===== config.mk =====
export PLATFORM = sky130hd
export DESIGN_NAME = vmicro16_uart_rx_apb
export DESIGN_NICKNAME = d
export VERILOG_FILES = /design/src/rtl/vmicro16_uart_pkg.sv /design/src/rtl/vmicro16_fifo_sync.sv /design/src/rtl/vmicro16_uart_rx_apb.sv
export SDC_FILE = /design/constraint.sdc
export NUM_CORES = 1
export LEC_CHECK = 0
export CAP_MARGIN = 10
export CORE_MARGIN = 2
export CORE_UTILIZATION = 45
export CTS_CLUSTER_SIZE = 10
export DETAILED_ROUTE_END_ITERATION = 8
export GPL_ROUTABILITY_DRIVEN = 1
export PLACE_DENSITY = 0.69
export SLEW_MARGIN = 40
export SYNTH_ARGS = -nofsm -noshare
export SYNTH_HDL_FRONTEND = slang
export SYNTH_SLANG_ARGS = --single-unit

===== constraint.sdc =====
create_clock -name clk -period 9 [get_ports clk]
set_clock_uncertainty 0.15 [all_clocks]
set_input_delay 1.8 -clock clk [delete_from_list [all_inputs] [get_ports clk]]
set_output_delay 1.8 -clock clk [all_outputs]
set_load 0.02 [all_outputs]

===== src/rtl/vmicro16_uart_pkg.sv =====
// Shared definitions for the vmicro16 UART peripherals: register offsets,
// STATUS/CTRL bit positions and the receiver state encoding.
package vmicro16_uart_pkg;

  localparam int unsigned UART_BYTE_W = 8;

  localparam logic [1:0] UART_RX_DATA   = 2'd0;
  localparam logic [1:0] UART_RX_STATUS = 2'd1;
  localparam logic [1:0] UART_RX_CTRL   = 2'd2;

  localparam int unsigned ST_NOT_EMPTY  = 0;
  localparam int unsigned ST_FULL       = 1;
  localparam int unsigned ST_OVERRUN    = 2;
  localparam int unsigned ST_FRAME_ERR  = 3;
  localparam int unsigned ST_PARITY_ERR = 4;
  localparam int unsigned ST_COUNT_LSB  = 8;
  localparam int unsigned ST_COUNT_W    = 4;

  localparam int unsigned CTRL_ENABLE = 0;
  localparam int unsigned CTRL_IRQ_EN = 1;

  typedef enum logic [2:0] {
    RX_IDLE,
    RX_START,
    RX_DATA,
    RX_PARITY,
    RX_STOP,
    RX_BREAK
  } rx_state_e;

endpackage


===== src/rtl/vmicro16_fifo_sync.sv =====
// Single-clock circular FIFO with occupancy count; push is accepted at full
// only when a pop happens in the same cycle.
module vmicro16_fifo_sync #(
  parameter int unsigned WIDTH = 8,
  parameter int unsigned DEPTH = 8,
  localparam int unsigned CNTW = $clog2(DEPTH + 1)
) (
  input  logic             clk,
  input  logic             rst_n,
  input  logic             push,
  input  logic [WIDTH-1:0] wdata,
  input  logic             pop,
  output logic [WIDTH-1:0] rdata,
  output logic             full,
  output logic             empty,
  output logic [CNTW-1:0]  count
);

  localparam int unsigned PW = (DEPTH > 1) ? $clog2(DEPTH) : 1;

  logic [PW-1:0]    wr_ptr_q, wr_ptr_d;
  logic [PW-1:0]    rd_ptr_q, rd_ptr_d;
  logic [CNTW-1:0]  count_q, count_d;
  logic [WIDTH-1:0] mem_q [DEPTH];
  logic             do_push_c, do_pop_c;

  // DEPTH is a power of two, so pointers wrap by natural overflow
  always_comb begin
    do_pop_c  = pop && (count_q != '0);
    do_push_c = push && ((count_q != CNTW'(DEPTH)) || do_pop_c);
    wr_ptr_d  = do_push_c ? wr_ptr_q + PW'(1) : wr_ptr_q;
    rd_ptr_d  = do_pop_c ? rd_ptr_q + PW'(1) : rd_ptr_q;
    count_d   = count_q;
    if (do_push_c && !do_pop_c) begin
      count_d = count_q + CNTW'(1);
    end else if (do_pop_c && !do_push_c) begin
      count_d = count_q - CNTW'(1);
    end
  end

  always_ff @(posedge clk or negedge rst_n) begin
    if (!rst_n) begin
      wr_ptr_q <= '0;
      rd_ptr_q <= '0;
      count_q  <= '0;
    end else begin
      wr_ptr_q <= wr_ptr_d;
      rd_ptr_q <= rd_ptr_d;
      count_q  <= count_d;
    end
  end

  always_ff @(posedge clk) begin
    if (do_push_c) begin
      mem_q[wr_ptr_q] <= wdata;
    end
  end

  assign rdata = mem_q[rd_ptr_q];
  assign full  = (count_q == CNTW'(DEPTH));
  assign empty = (count_q == '0);
  assign count = count_q;

endmodule


===== src/rtl/vmicro16_uart_rx_apb.sv =====
// APB3 UART receiver: oversampled 8N1 deframer feeding a receive FIFO.
// Define VMICRO16_UART_RX_PARITY_EN to add an even-parity bit and STATUS[4].
module vmicro16_uart_rx_apb
  import vmicro16_uart_pkg::*;
#(
  parameter int unsigned BUS_WIDTH    = 16,
  parameter int unsigned CLKS_PER_BIT = 434,
  parameter int unsigned FIFO_DEPTH   = 8
) (
  input  logic                 clk,
  input  logic                 reset,
  input  logic [BUS_WIDTH-1:0] S_PADDR,
  input  logic                 S_PWRITE,
  input  logic                 S_PSELx,
  input  logic                 S_PENABLE,
  input  logic [BUS_WIDTH-1:0] S_PWDATA,
  output logic [BUS_WIDTH-1:0] S_PRDATA,
  output logic                 S_PREADY,
  input  logic                 rx_wire,
  output logic                 rx_irq
);

  localparam int unsigned CW   = $clog2(CLKS_PER_BIT);
  localparam int unsigned CNTW = $clog2(FIFO_DEPTH + 1);
  localparam logic [CW-1:0] CNT_LAST = CW'(CLKS_PER_BIT - 1);
  localparam logic [CW-1:0] CNT_HALF = CW'(CLKS_PER_BIT / 2);

  logic                   sync1_q, sync2_q, prev_q;
  rx_state_e              state_q, state_d;
  logic [CW-1:0]          cnt_q, cnt_d;
  logic [2:0]             bit_q, bit_d;
  logic [UART_BYTE_W-1:0] shift_q, shift_d;
  logic                   enable_q, enable_d, irq_en_q, irq_en_d;
  logic                   overrun_q, overrun_d, frame_err_q, frame_err_d;
  logic                   parity_err_c;
  logic                   access_c, status_wr_c, ctrl_wr_c;
  logic [1:0]             addr_c;
  logic                   fifo_push_c, fifo_pop_c, frame_set_c;
  logic [UART_BYTE_W-1:0] fifo_head;
  logic                   fifo_full, fifo_empty;
  logic [CNTW-1:0]        fifo_count;
  logic [15:0]            rdata_c;
  logic                   unused_c;

  assign addr_c      = S_PADDR[1:0];
  assign access_c    = S_PSELx && S_PENABLE;
  assign status_wr_c = access_c && S_PWRITE && (addr_c == UART_RX_STATUS);
  assign ctrl_wr_c   = access_c && S_PWRITE && (addr_c == UART_RX_CTRL);
  assign fifo_pop_c  = access_c && !S_PWRITE && (addr_c == UART_RX_DATA);
  assign unused_c    = ^{S_PADDR, S_PWDATA};

`ifdef VMICRO16_UART_RX_PARITY_EN
  logic par_bad_q, par_bad_d, parity_err_q, parity_err_d, parity_set_c;
`endif

  always_comb begin
    enable_d = enable_q;
    irq_en_d = irq_en_q;
    if (ctrl_wr_c) begin
      enable_d = S_PWDATA[CTRL_ENABLE];
      irq_en_d = S_PWDATA[CTRL_IRQ_EN];
    end
  end

  // Receiver FSM; a CTRL write clearing enable aborts the frame in the same cycle
  always_comb begin
    state_d     = state_q;
    cnt_d       = (cnt_q == CNT_LAST) ? '0 : cnt_q + CW'(1);
    bit_d       = bit_q;
    shift_d     = shift_q;
    fifo_push_c = 1'b0;
    frame_set_c = 1'b0;
`ifdef VMICRO16_UART_RX_PARITY_EN
    par_bad_d    = par_bad_q;
    parity_set_c = 1'b0;
`endif
    case (state_q)
      RX_IDLE: begin
        cnt_d = '0;
        if (prev_q && !sync2_q) state_d = RX_START;
      end
      RX_START: begin
        if (cnt_q == CNT_HALF) begin
          cnt_d   = '0;
          bit_d   = '0;
          state_d = sync2_q ? RX_IDLE : RX_DATA;
        end
      end
      RX_DATA: begin
        if (cnt_q == CNT_LAST) begin
          shift_d = {sync2_q, shift_q[UART_BYTE_W-1:1]};
          bit_d   = bit_q + 3'd1;
`ifdef VMICRO16_UART_RX_PARITY_EN
          if (bit_q == 3'd7) state_d = RX_PARITY;
`else
          if (bit_q == 3'd7) state_d = RX_STOP;
`endif
        end
      end
`ifdef VMICRO16_UART_RX_PARITY_EN
      RX_PARITY: begin
        if (cnt_q == CNT_LAST) begin
          par_bad_d    = sync2_q ^ (^shift_q);
          parity_set_c = par_bad_d;
          state_d      = RX_STOP;
        end
      end
`endif
      RX_STOP: begin
        if (cnt_q == CNT_LAST) begin
          if (sync2_q) begin
`ifdef VMICRO16_UART_RX_PARITY_EN
            fifo_push_c = !par_bad_q;
`else
            fifo_push_c = 1'b1;
`endif
            state_d = RX_IDLE;
          end else begin
            frame_set_c = 1'b1;
            state_d     = RX_BREAK;
          end
        end
      end
      RX_BREAK: begin
        cnt_d = '0;
        if (sync2_q) state_d = RX_IDLE;
      end
      default: state_d = RX_IDLE;
    endcase
    if (!enable_d) begin
      state_d     = RX_IDLE;
      fifo_push_c = 1'b0;
      frame_set_c = 1'b0;
`ifdef VMICRO16_UART_RX_PARITY_EN
      parity_set_c = 1'b0;
`endif
    end
  end

  // Sticky error flags: write-1-to-clear, a new set in the same cycle wins
  always_comb begin
    overrun_d   = overrun_q;
    frame_err_d = frame_err_q;
    if (status_wr_c && S_PWDATA[ST_OVERRUN])   overrun_d   = 1'b0;
    if (status_wr_c && S_PWDATA[ST_FRAME_ERR]) frame_err_d = 1'b0;
    if (fifo_push_c && fifo_full && !fifo_pop_c) overrun_d = 1'b1;
    if (frame_set_c) frame_err_d = 1'b1;
  end

`ifdef VMICRO16_UART_RX_PARITY_EN
  always_comb begin
    parity_err_d = parity_err_q;
    if (status_wr_c && S_PWDATA[ST_PARITY_ERR]) parity_err_d = 1'b0;
    if (parity_set_c) parity_err_d = 1'b1;
  end

  always_ff @(posedge clk or negedge reset) begin
    if (!reset) begin
      par_bad_q    <= 1'b0;
      parity_err_q <= 1'b0;
    end else begin
      par_bad_q    <= par_bad_d;
      parity_err_q <= parity_err_d;
    end
  end

  assign parity_err_c = parity_err_q;
`else
  assign parity_err_c = 1'b0;
`endif

  always_ff @(posedge clk or negedge reset) begin
    if (!reset) begin
      sync1_q     <= 1'b1;
      sync2_q     <= 1'b1;
      prev_q      <= 1'b1;
      state_q     <= RX_IDLE;
      cnt_q       <= '0;
      bit_q       <= '0;
      shift_q     <= '0;
      enable_q    <= 1'b1;
      irq_en_q    <= 1'b0;
      overrun_q   <= 1'b0;
      frame_err_q <= 1'b0;
    end else begin
      sync1_q     <= rx_wire;
      sync2_q     <= sync1_q;
      prev_q      <= sync2_q;
      state_q     <= state_d;
      cnt_q       <= cnt_d;
      bit_q       <= bit_d;
      shift_q     <= shift_d;
      enable_q    <= enable_d;
      irq_en_q    <= irq_en_d;
      overrun_q   <= overrun_d;
      frame_err_q <= frame_err_d;
    end
  end

  vmicro16_fifo_sync #(
    .WIDTH(UART_BYTE_W),
    .DEPTH(FIFO_DEPTH)
  ) u_fifo (
    .clk  (clk),
    .rst_n(reset),
    .push (fifo_push_c),
    .wdata(shift_q),
    .pop  (fifo_pop_c),
    .rdata(fifo_head),
    .full (fifo_full),
    .empty(fifo_empty),
    .count(fifo_count)
  );

  always_comb begin
    rdata_c = 16'h0000;
    case (addr_c)
      UART_RX_DATA: rdata_c = {8'h00, fifo_empty ? 8'h00 : fifo_head};
      UART_RX_STATUS: begin
        rdata_c[ST_NOT_EMPTY]  = !fifo_empty;
        rdata_c[ST_FULL]       = fifo_full;
        rdata_c[ST_OVERRUN]    = overrun_q;
        rdata_c[ST_FRAME_ERR]  = frame_err_q;
        rdata_c[ST_PARITY_ERR] = parity_err_c;
        rdata_c[ST_COUNT_LSB +: ST_COUNT_W] = ST_COUNT_W'(fifo_count);
      end
      UART_RX_CTRL: begin
        rdata_c[CTRL_ENABLE] = enable_q;
        rdata_c[CTRL_IRQ_EN] = irq_en_q;
      end
      default: rdata_c = 16'h0000;
    endcase
  end

  // Bus outputs are held at zero while reset is asserted
  assign S_PRDATA = (reset && S_PSELx) ? BUS_WIDTH'(rdata_c) : '0;
  assign S_PREADY = reset && access_c;
  assign rx_irq   = irq_en_q && !fifo_empty;

endmodule


## After elaboration in Yosys (flattened, before gate mapping)

Memory sizes are Yosys's and may differ from the RTL's.
Cells that the tools add are included.

| operators by class | value |
|---|---|
| add/sub/neg operators | 6 |
| equality and inequality tests | 19 |
| mux-type cells | 39 |
| reductions and logical operators | 37 |

Operator list:

| cell | count |
|---|---|
| 3-bit 2-to-1 mux | 11 |
| 1-bit logical AND | 18 |
| 9-bit 2-to-1 mux | 2 |
| 3-bit inequality test (second input constant) | 6 |
| 9-bit case mux with 2 select lines | 1 |
| 1-bit 2-to-1 mux | 15 |
| 3-bit case mux with 5 select lines | 1 |
| 12-bit 2-to-1 mux | 1 |
| 4-bit 2-to-1 mux | 3 |
| 3-bit case mux with 2 select lines | 2 |
| 3-bit by 1-bit adder with 3-bit output (second input constant) | 3 |
| 9-bit by 1-bit adder with 9-bit output (second input constant) | 1 |
| 3-bit equality test (second input constant) | 3 |
| 9-bit by 8-bit equality test with 1-bit output (second input constant) | 1 |
| 9-bit equality test (second input constant) | 1 |
| 8-bit 2-to-1 mux | 1 |
| 2-bit nonzero test | 4 |
| 1-bit zero test | 6 |
| 2-bit case mux with 3 select lines | 1 |
| 6-bit AND reduction | 1 |
| 4-bit by 1-bit adder with 4-bit output (second input constant) | 1 |
| 4-bit equality test (second input constant) | 1 |
| 4-bit zero test | 1 |
| 2-bit inequality test (second input constant) | 2 |
| other kinds (14) | 14 |

| storage, ports and cells | value |
|---|---|
| bits in registers | 40 |
| memory bits (writable) | 64 |
| bits of input ports | 38 |
| word-level logic and storage cells | 116 |
| memories | 1 |

Memory list:

| memory | words | bits a word | rd ports | clocked after memory_dff | wr ports | RTL line | RTL |
|---|---|---|---|---|---|---|---|
| u_fifo.mem_q | 8 | 8 | 1 | 0 | 1 | vmicro16_fifo_sync.sv:24 | `logic [WIDTH-1:0] mem_q [DEPTH];` |

## Logic depth before layout (Yosys ltp)

| depth | value |
|---|---|
| depth after elaboration | 10 |
| depth in mapped cells | 14 |
| mapped depth without buffers | 13 |

## Cells and area by module

A second synthesis with hierarchy kept.

| second synthesis, totals | value |
|---|---|
| cell total of the unflattened synthesis | 332 |
| area, all modules | 4722.0 um^2 |

By module, submodules not included:

| module | instances | cells an instance | area an instance (um^2) | sequential area each (um^2) |
|---|---|---|---|---|
| vmicro16_fifo_sync | 1 | 156 | 3062.9 | 2172.1 |
| vmicro16_uart_rx_apb | 1 | 176 | 1659.1 | 755.7 |

## Worst setup path before layout

Ideal clock, no wire load.

| timing path | value |
|---|---|
| path type | input port to output port |
| from | input port reset |
| to | output port S_PRDATA[2] |
| data arrival time | 2.602 ns |
| setup slack | 4.448 ns |
| stages | 4 |
| path buffers | 0 |
| cells stage by stage | nand2_1 > nor2_1 > nand2_1 > o21ai_0 |

| on the way | value |
|---|---|
| cells in the longest elaborated chain, start to end | 2 |

RTL lines:

| item | RTL line | RTL |
|---|---|---|
| start: declaration | vmicro16_uart_rx_apb.sv:11 | `input logic reset,` |
| 1-bit logical AND | vmicro16_uart_rx_apb.sv:236 | `assign S_PRDATA = (reset && S_PSELx) ? BUS_WIDTH'(rdata_c) : '0;` |
| 12-bit 2-to-1 mux | vmicro16_uart_rx_apb.sv:236 |  |
| end: declaration | vmicro16_uart_rx_apb.sv:17 | `output logic [BUS_WIDTH-1:0] S_PRDATA,` |

No other way between the ends.

## Final worst setup path

Same ends and word-level chain as after synthesis.

==> metrics.txt <==
Sw Ratio between 20% and 30%; Post-synth EDFFs 64; vias in the first global route 2671; setup tns final 0 ps; Final Wtd Congestion 0.8294; Pwr Total 0.9437 mW; RSZ-0062 raised after global routing false; Placeable Area between 10000 and 15000 um^2; CTS root buf clkbuf_8; CTS tree built; final cycle utilization of the critical path between 60 and 70%; total CTS buffers 9; Sw Pwr 0.2517 mW; Finish-stage setup viols 0; PostCTS Resize Cnt 0; post-synth cell types 50; final wirelength roughly 8300 um; Synth warnings 0; Die ar. 11130 um^2; initial core utilization 45.53%; hold_buf cts 0; DP Area approximately 5100 um^2; R2R Path Start cnt_q[1]$_DFF_PN0_; Skew-Pair Late Insertion Delay between 300 and 400 ps; Flop pwr share 58.6%; crit path DAT 3750 ps; Sink Count 104; largest net degree at the start of global routing 43; Setup WS pre-CTS 3284 ps; Starting DRT DRC Count ~110; first-pass GRT wire length 13830 um; initial antenna violation count 0; Gate power share 14.2%; synth-to-layout area growth 13.30%; final hold violation count 0; pwr dens ~180 nW/um^2; Primary FF master, synth edfxtp_1; status finished, final reports clean; First-pass DRT Iterations 4; sequential area share after synthesis a little over three fifths; r2r setup slk 5590 ps; Max-Cap Viols 0; Final Cell Area 5254 um^2; cell leakage power 2.061 nW; fin worst setup slack 3299 ps; IO Pins 56; clk buf depth 2; grt total ovfl 0; WL per Instance 17.07 um; Slew @ Worst Pin 774.2 ps; worst path required time 7050 ps; Worst setup EP type output port; Hold Path Class flip-flop to flip-flop; share of cells above drive strength 1 approximately a fifth; via count 2630; layout net count between 300 and 400; final core occ approximately half; crit path launch reset; Die X-Extent 105.5 um; Placed Cells 473; FMAX 175.4 MHz; Max Slew Vio Count 0; H-tree levels 3; GRT Total Usage 16.27%; hpwl dp between 5000 and 6000 um; Cells after Synth 315; # DRC 0; WS Path Type primary input to output port; R2R depth 13; Die H between 100 and 150 um; Layout Cells excl Fill 489; CP Launch Type primary input; Hold Slack 211.5 ps; n_diodes 0; P_int 0.6919 mW; Seq cells post-synth 104; min cycle time layout 5701 ps; Reg clk slew, reported paths about 90 ps; CP endpoint S_PRDATA[2]; Final ANT Viol Nets 0; capture point of the worst reg-to-reg path u_fifo.count[3]$_DFFE_PN0P_; crit-path max FO 42; clock power share 27.2%; Rows 37; peak supply drop 0.1217 mV; PortBufs 25; via/cell ratio between 5 and 6; Post-synth ARST share 38.46%; Post-Syn Area 4637 um^2; Mean Syn Cell Area 14.72 um^2; post-CTS setup buffers 0; Slew HR between 40 and 50%
## critical path: stages
cell and delay [ps]:
buf_4 440, nand2_1 200, nor2_1 120, nand2_1 270
o21ai_0 260, clkdlybuf4s50_1 630
## per-layer routing
| layer | share of wire (%) | routed length, um | global-route usage [%] |
|---|---|---|---|
| met4 | 1.7 | 146 | 5.921 |
| met1 | 47 | 3915 | 22.27 |
| met2 | 48 | 4003 | 25.99 |
| met3 | 3.4 | 281 | 3.278 |
| met5 | 0 | 0 | 0 |
## cell usage in the layout, fill, tap and decap left out, types with 3 or more instances in the layout
cell type	Yosys	layout
a21oi_1	8	8
and2_1	4	4
and3_1	4	4
buf_4	4	9
clkbuf_8	0	9
clkdlybuf4s50_1	0	24
conb_1	1	4
dfrtp_1	36	36
dfstp_2	4	4
edfxtp_1	64	64
ha_1	9	9
inv_1	14	14
mux2_2	13	13
mux2i_1	9	9
mux4_2	16	16
nand2_1	17	17
nand2b_1	4	4
nand3_1	3	3
nor2_1	24	24
nor2b_1	4	4
nor3_1	5	4
nor4_1	5	3
nor4b_2	4	3
o21ai_0	10	10
or3_1	3	3
xnor2_1	11	11
xor2_1	3	3
## worst min-delay path by stage
stage	startpoint	end	slack [ps]	depth (start not counted)
final	sync1_q$_DFF_PN1_	sync2_q$_DFF_PN1_	210	0
after global routing	sync1_q$_DFF_PN1_	sync2_q$_DFF_PN1_	220	0
after CTS	sync1_q$_DFF_PN1_	sync2_q$_DFF_PN1_	210	0
after detailed placement	sync1_q$_DFF_PN1_	sync2_q$_DFF_PN1_	200	0
after global placement	sync1_q$_DFF_PN1_	sync2_q$_DFF_PN1_	200	0
after floorplan	sync1_q$_DFF_PN1_	sync2_q$_DFF_PN1_	200	0
## flip-flops by register name (all words and copies together), names as in the netlist
name,count
u_fifo.count,4
bit_q,3
irq_en_q,1
u_fifo.rd_ptr_q,3
frame_err_q,1
shift_q,8
enable_q,1
cnt_q,9
u_fifo.wr_ptr_q,3
u_fifo.mem_q,64
prev_q,1
overrun_q,1
state_q,3
sync1_q,1
sync2_q,1
## final cells by class
cell class	instances	area, um^2
Multi-Input combinational cell	186	1625
Timing Repair Buffer	33	307.8
Sequential cell	104	2928
Tap cell	136	170.2
Inverter	14	52.55
Clock inverter	6	42.54
Fill cell	847	4931
Clock buffer	10	127.6
## cell usage after synthesis (all sizes together) (8+ instances only)
cell type | n | share of area, %
inv | 14 | 1.1
a21oi | 8 | 0.86
mux2 | 13 | 3.2
buf | 10 | 1.4
ha | 9 | 2.4
edfxtp | 64 | 41
nor2 | 24 | 1.9
dfrtp | 36 | 19
o21ai | 10 | 1.1
mux2i | 9 | 1.9
mux4 | 16 | 7.8
xnor2 | 11 | 2.1
nand2 | 17 | 1.4
## power groups by stage
stage | clock (mW) | sequential [mW] | combinational [mW]
2_1_floorplan | 0 | 0.545 | 0.114
5_1_grt | 0.283 | 0.559 | 0.151
3_5_place_dp | 0 | 0.565 | 0.137
6_report | 0.257 | 0.553 | 0.134
4_1_cts | 0.266 | 0.555 | 0.137
3_3_place_gp | 0 | 0.564 | 0.134
## logic make-up after synthesis
family | synth area share (%)
flops | 63.14
simple gates | 11.28
mux | 12.87
compound gates | 4.264
buf+inv | 2.860
xor+xnor | 2.644
fa+ha+maj | 2.860
other cells | 0.08087
Note: power is estimated with default switching activity, not from simulation.
